`src/rtl/register_writeback_if.sv`:
```
// Bus between the MEM/WB boundary, decode read ports and the register file write end.
// The master side drives retiring results and read addresses; the slave is register_writeback.
interface register_writeback_if #(
   parameter int XLEN = 32,
   parameter int AW   = 5
);
   logic            wb_valid;
   logic [AW-1:0]   wb_rd;
   logic [1:0]      wb_sel;
   logic [2:0]      wb_funct3;
   logic [1:0]      wb_addr_lo;
   logic [XLEN-1:0] alu_result;
   logic [XLEN-1:0] mem_rdata;
   logic [XLEN-1:0] pc_plus4;
   logic [AW-1:0]   rs1_addr;
   logic [AW-1:0]   rs2_addr;
   logic [XLEN-1:0] read_data1;
   logic [XLEN-1:0] read_data2;
   logic            rf_we;
   logic [AW-1:0]   rf_waddr;
   logic [XLEN-1:0] rf_wdata;
   logic [31:0]     retire_count;

   modport master (
      output wb_valid, wb_rd, wb_sel, wb_funct3, wb_addr_lo,
      output alu_result, mem_rdata, pc_plus4, rs1_addr, rs2_addr,
      input  read_data1, read_data2, rf_we, rf_waddr, rf_wdata, retire_count
   );

   modport slave (
      input  wb_valid, wb_rd, wb_sel, wb_funct3, wb_addr_lo,
      input  alu_result, mem_rdata, pc_plus4, rs1_addr, rs2_addr,
      output read_data1, read_data2, rf_we, rf_waddr, rf_wdata, retire_count
   );
endinterface

```
`src/rtl/register_writeback.sv`:
```
// Write-back stage and integer register file: WB pipeline register, load extraction,
// 32-entry array with write-through read bypass, and a retired-instruction counter.
module register_writeback #(
   parameter int XLEN  = 32,
   parameter int NREGS = 32
) (
   input  logic                 clk,
   input  logic                 reset,
   register_writeback_if.slave  bus
);
   localparam int AW = $clog2(NREGS);

   logic signed [XLEN-1:0] wb_data_p0;
   logic                   we_p1;
   logic [AW-1:0]          waddr_p1;
   logic signed [XLEN-1:0] wdata_p1;
   logic [31:0]            retire_cnt;
   logic [XLEN-1:0]        regs [NREGS];
   logic [XLEN-1:0]        rdata1;
   logic [XLEN-1:0]        rdata2;

   function automatic logic [XLEN-1:0] load_extract(
      input logic [2:0]      funct3,
      input logic [1:0]      offset,
      input logic [XLEN-1:0] word
   );
      logic [7:0]  byte_v;
      logic [15:0] half_v;
      byte_v = word[8*offset +: 8];
      half_v = offset[1] ? word[16 +: 16] : word[0 +: 16];
      case (funct3)
         3'b000:  load_extract = {{(XLEN-8){byte_v[7]}}, byte_v};
         3'b100:  load_extract = {{(XLEN-8){1'b0}}, byte_v};
         3'b001:  load_extract = {{(XLEN-16){half_v[15]}}, half_v};
         3'b101:  load_extract = {{(XLEN-16){1'b0}}, half_v};
         default: load_extract = word;
      endcase
   endfunction

   // p0: write-data select from the MEM-stage inputs
   always_comb begin
      wb_data_p0 = bus.alu_result;
      case (bus.wb_sel)
         2'b01:   wb_data_p0 = load_extract(bus.wb_funct3, bus.wb_addr_lo, bus.mem_rdata);
         2'b10:   wb_data_p0 = bus.pc_plus4;
         default: wb_data_p0 = bus.alu_result;
      endcase
   end

   // p1: WB register capture, then array commit one edge later; reset drops any pending write
   always_ff @(posedge clk) begin
      if (reset) begin
         we_p1      <= 1'b0;
         waddr_p1   <= '0;
         wdata_p1   <= '0;
         retire_cnt <= '0;
         for (int i = 0; i < NREGS; i++) regs[i] <= '0;
      end else begin
         we_p1 <= bus.wb_valid && (bus.wb_rd != '0);
         if (bus.wb_valid) begin
            waddr_p1   <= bus.wb_rd;
            wdata_p1   <= wb_data_p0;
            retire_cnt <= retire_cnt + 32'd1;
         end
         if (we_p1 && (waddr_p1 != '0)) regs[waddr_p1] <= wdata_p1;
      end
   end

   // read ports: x0 hardwired, then bypass of the not-yet-committed write
   always_comb begin
      rdata1 = regs[bus.rs1_addr];
      if (bus.rs1_addr == '0)
         rdata1 = '0;
      else if (we_p1 && (waddr_p1 == bus.rs1_addr))
         rdata1 = wdata_p1;
   end

   always_comb begin
      rdata2 = regs[bus.rs2_addr];
      if (bus.rs2_addr == '0)
         rdata2 = '0;
      else if (we_p1 && (waddr_p1 == bus.rs2_addr))
         rdata2 = wdata_p1;
   end

   assign bus.read_data1   = rdata1;
   assign bus.read_data2   = rdata2;
   assign bus.rf_we        = we_p1;
   assign bus.rf_waddr     = waddr_p1;
   assign bus.rf_wdata     = wdata_p1;
   assign bus.retire_count = retire_cnt;
endmodule

```
`src/flat_wrapper.sv`:
```
// flat-port wrapper written by rule: the top's interface ports become plain ports
module register_writeback_flat 
#(
   parameter int XLEN  = 32,
   parameter int NREGS = 32
)
  (clk, reset, bus_wb_valid, bus_wb_rd, bus_wb_sel, bus_wb_funct3, bus_wb_addr_lo, bus_alu_result, bus_mem_rdata, bus_pc_plus4, bus_rs1_addr, bus_rs2_addr, bus_read_data1, bus_read_data2, bus_rf_we, bus_rf_waddr, bus_rf_wdata, bus_retire_count);
  register_writeback_if #(.XLEN(XLEN)) bus_i ();
  input  logic clk;
  input  logic reset;
  input wire logic [$bits(bus_i.wb_valid)-1:0] bus_wb_valid;
  input wire logic [$bits(bus_i.wb_rd)-1:0] bus_wb_rd;
  input wire logic [$bits(bus_i.wb_sel)-1:0] bus_wb_sel;
  input wire logic [$bits(bus_i.wb_funct3)-1:0] bus_wb_funct3;
  input wire logic [$bits(bus_i.wb_addr_lo)-1:0] bus_wb_addr_lo;
  input wire logic [$bits(bus_i.alu_result)-1:0] bus_alu_result;
  input wire logic [$bits(bus_i.mem_rdata)-1:0] bus_mem_rdata;
  input wire logic [$bits(bus_i.pc_plus4)-1:0] bus_pc_plus4;
  input wire logic [$bits(bus_i.rs1_addr)-1:0] bus_rs1_addr;
  input wire logic [$bits(bus_i.rs2_addr)-1:0] bus_rs2_addr;
  output wire logic [$bits(bus_i.read_data1)-1:0] bus_read_data1;
  output wire logic [$bits(bus_i.read_data2)-1:0] bus_read_data2;
  output wire logic [$bits(bus_i.rf_we)-1:0] bus_rf_we;
  output wire logic [$bits(bus_i.rf_waddr)-1:0] bus_rf_waddr;
  output wire logic [$bits(bus_i.rf_wdata)-1:0] bus_rf_wdata;
  output wire logic [$bits(bus_i.retire_count)-1:0] bus_retire_count;
  assign bus_i.wb_valid = bus_wb_valid;
  assign bus_i.wb_rd = bus_wb_rd;
  assign bus_i.wb_sel = bus_wb_sel;
  assign bus_i.wb_funct3 = bus_wb_funct3;
  assign bus_i.wb_addr_lo = bus_wb_addr_lo;
  assign bus_i.alu_result = bus_alu_result;
  assign bus_i.mem_rdata = bus_mem_rdata;
  assign bus_i.pc_plus4 = bus_pc_plus4;
  assign bus_i.rs1_addr = bus_rs1_addr;
  assign bus_i.rs2_addr = bus_rs2_addr;
  assign bus_read_data1 = bus_i.read_data1;
  assign bus_read_data2 = bus_i.read_data2;
  assign bus_rf_we = bus_i.rf_we;
  assign bus_rf_waddr = bus_i.rf_waddr;
  assign bus_rf_wdata = bus_i.rf_wdata;
  assign bus_retire_count = bus_i.retire_count;
  register_writeback #(.XLEN(XLEN), .NREGS(NREGS)) u_core (.clk(clk), .reset(reset), .bus(bus_i));
endmodule
```
`config.mk`:
```
export PLATFORM = sky130hd
export DESIGN_NAME = register_writeback_flat
export DESIGN_NICKNAME = d
export VERILOG_FILES = /design/src/rtl/register_writeback_if.sv /design/src/rtl/register_writeback.sv /design/src/flat_wrapper.sv
export SDC_FILE = /design/constraint.sdc
export NUM_CORES = 2
export LEC_CHECK = 0
export CORE_AREA = 4 4 349 351
export CTS_CLUSTER_DIAMETER = 150
export DETAILED_ROUTE_END_ITERATION = 8
export DIE_AREA = 0 0 353 355
export PLACE_DENSITY = 0.74
export SLEW_MARGIN = 20
export SYNTH_ARGS = -nofsm -noshare
export SYNTH_HDL_FRONTEND = slang
export SYNTH_SLANG_ARGS = --single-unit
```
`constraint.sdc`:
```
create_clock -name clk -period 8.25 [get_ports clk]
set_clock_uncertainty 0.1 [all_clocks]
set_input_delay 1.65 -clock clk [delete_from_list [all_inputs] [get_ports clk]]
set_output_delay 1.65 -clock clk [all_outputs]
set_load 0.01 [all_outputs]
```
==> impl_metrics.csv <==
group,metric,value,unit
status,status,"finished clean",
timing,fin_crit,7580,ps
place,hpwl,124000,um
cts,clockRootBuffer,"clkbuf_16",
job,maxCapViolations,0,
timing,fmax,132,MHz
worst_setup_path,startpoint_type,"input pin",
yosys,yosys-top-cells-count,"edfxtp_1 (1024), and2_1 (998), mux4_2 (433), clkbuf_1 (286), nor2_1 (130)",
place,gp_congestion,0.938,
yosys,ys_ff_latch,1094,
worst_setup_path,crit_arrival,5830,ps
power_and_ir_drop,leakagePower,23.6,nW
drt,routedWlPerCell,34.9,um
worst_setup_path,critPathMaxFanout,30,
cts,post_cts_resize_count,0,
timing,final_hold_viol_count,0,
cts,clock-sinks,1094,
yosys,synth_cells,4217,
die,core,119000,um2
die,die_w,353,um
global_routing,grt_usage,32.8,%
drt,dr.pass1.iters,7,
cts,cts_tree,"yes",
die,io_pins,255,
die,row_count,127,
finish,synthToLayoutAreaGrowth,13.8,%
timing,setup_viol,0,
drt,wl,209000,um
hold_path,hp-class,"reg2reg",
place,dpl_worst_slack,991,ps
place,portBuffers,254,
global_routing,grt_pass1_vias,41800,
die,die_y,355,um
yosys,ys_warn_count,0,
yosys,synth_top_area_share,52.2,%
cts,postCtsSetupBuffers,0,
timing,slew_headroom,16.9,%
yosys,yosysSeqAreaShare,54.6,%
cts,clk_pin_slew,60,ps
yosys,avgSynthCellArea,14.0,um2
drt,routed_via_density,6.97,
cts,holdBufCountCts,0,
finish,layout.nets,4466,
yosys,netlist_top_cells_area,"edfxtp_1 (52%), mux4_2 (17%), and2_1 (11%)",
yosys,yosysUniqueCellTypes,66,
timing,worst_slew_pin_slew,1240,ps
global_routing,antenna_found_initial,14,
power_and_ir_drop,vdd_drop_max,0.165,mV
worst_setup_path,crit_path_end_kind,"output pin",
global_routing,grt_pass1_wl,297000,um
worst_setup_path,path_class,"in2out",
yosys,synth_edf_count,1024,
drt,postRouteAntennaNets,0,
power_and_ir_drop,powerDensity,198,nW/um2
finish,drive_gt1_share,20.7,%
timing,slew_violations,0,
drt,drt_iter0_markers,7081,
timing,min_period_over_period,91.9,%
global_routing,grt.overflow.total,0,
timing,finalSetupTns,0,ps
global_routing,grt_max_degree,90,
yosys,async_flop_share,0,%
cts,clk_path_buf_depth,3,
yosys,syn_area,58900,um2
die,die_area,125000,um2
cts,htree_levels,3,
worst_setup_path,required,6500,ps
drt,dr_total_vias,41700,
yosys,yosysMostFrequentCell,"edfxtp_1",
yosys,yosys_most_used_dff,"edfxtp_1",
timing,timing.final.ws_setup,667,ps
cts,clock_latency,690,ps
cts,cts_buffers,113,
drt,drc,0,
yosys,yosys.area.top_type,"edfxtp_1",
die,start_util,49.5,%
timing,rsz0062_at_grt,"no",
[metal layers]
layer / vias up / global-route usage [%] / routed length (um)
met3: 572 / 11.6 / 34700
met1: 20800 / 44.0 / 72200
met2: 3901 / 48.7 / 91600
met4: 4 / 14.4 / 10400
met5: - / 0 / 16
li1: 16500 / - / -
[layout by cell type (no fill, tap or decap), types with 10 or more instances in the layout]
master	n
nor2b_1	37
clkinv_2	16
nand3_1	18
nor2_2	32
a211oi_1	46
nand2b_1	21
clkbuf_1	31
edfxtp_1	1024
nand4_1	11
conb_1	32
nor2_1	97
a221oi_1	61
o221ai_1	23
a21oi_1	90
clkinv_1	28
buf_12	10
a22o_1	10
nor3b_1	12
inv_1	17
mux2i_1	129
mux2_2	59
xor2_1	12
nand2_1	67
xnor2_1	23
nor3_1	47
o32ai_1	15
dfxtp_1	70
a221o_1	44
a22oi_1	114
mux4_2	433
and2_1	996
o21ai_4	31
clkdlybuf4s50_1	244
o21ai_0	33
clkbuf_16	117
o22ai_1	73
buf_4	161
[through the flow]
step | power [mW] | cells | area (um2) | hold WS, ps | utilization (%)
after floorplan | 7.43 | 4248 | 59000 | 396 | -
after global placement | 8.19 | 5775 | 63400 | 352 | 53.3
after detailed placement | 8.21 | 5775 | 63400 | 358 | 53.3
after CTS | 13.3 | 5986 | 67000 | 366 | 56.3
after global routing | 13.6 | 5986 | 67000 | 402 | 56.3
final | 13.3 | 5991 | 67000 | 365 | 56.3
[cell families after synthesis]
family | count (synthesis) | share of synthesized area (%)
other cells | 1 | 0.00636
simple gates | 1406 | 14.2
buf+inv | 463 | 3.57
xor+xnor | 35 | 0.520
flops | 1094 | 54.6
fa+ha+maj | 3 | 0.0637
compound gates | 594 | 7.23
mux | 621 | 19.9
[registers in the layout (all words and copies together) (netlist names)]
register                 count
u_core.regs               1024
u_core.bus.rf_we             1
u_core.bus.retire_count     32
u_core.bus.rf_wdata         32
u_core.bus.rf_waddr          5
[layout make-up]
type                       instances  area, um2
fill                            9240      52000
sequential                      1094      32200
multi-input combinational       2691      25300
timing repair buffer             424       3950
clock buffer                     153       3110
tap                             1548       1940
clock inverter                    58        538
inverter                          18       68.8
antenna                            5       12.5
[where the power goes]
group	leakage, nW	internal, mW	total, mW	switching (mW)
Combinational	10.7	0.690	1.77	1.08
Sequential	11.1	6.26	6.39	0.126
Clock	1.78	2.92	5.13	2.21
[worst paths after layout]
check | end | slack (ps) | depth (start not counted) | startpoint
worst min-delay path | u_core.bus.rf_wdata[2] | 360 | 2 | u_core.bus.rf_wdata[2]
worst min register to register | u_core.bus.rf_wdata[2] | 360 | 2 | u_core.bus.rf_wdata[2]
worst max-delay path | bus_read_data1[4] | 670 | 8 | bus_rs1_addr[2]
worst max register to register | u_core.regs[20][11] | 4970 | 5 | u_core.bus.rf_waddr[4]
[critical path, cell delays in order]
cell,delay (ps)
buf_2,620
buf_4,600
or2_2,530
nor2_1,110
a211oi_1,500
nor3_1,100
nor3_1,980
clkdlybuf4s50_1,720
(Power assumes the default switching activity.)
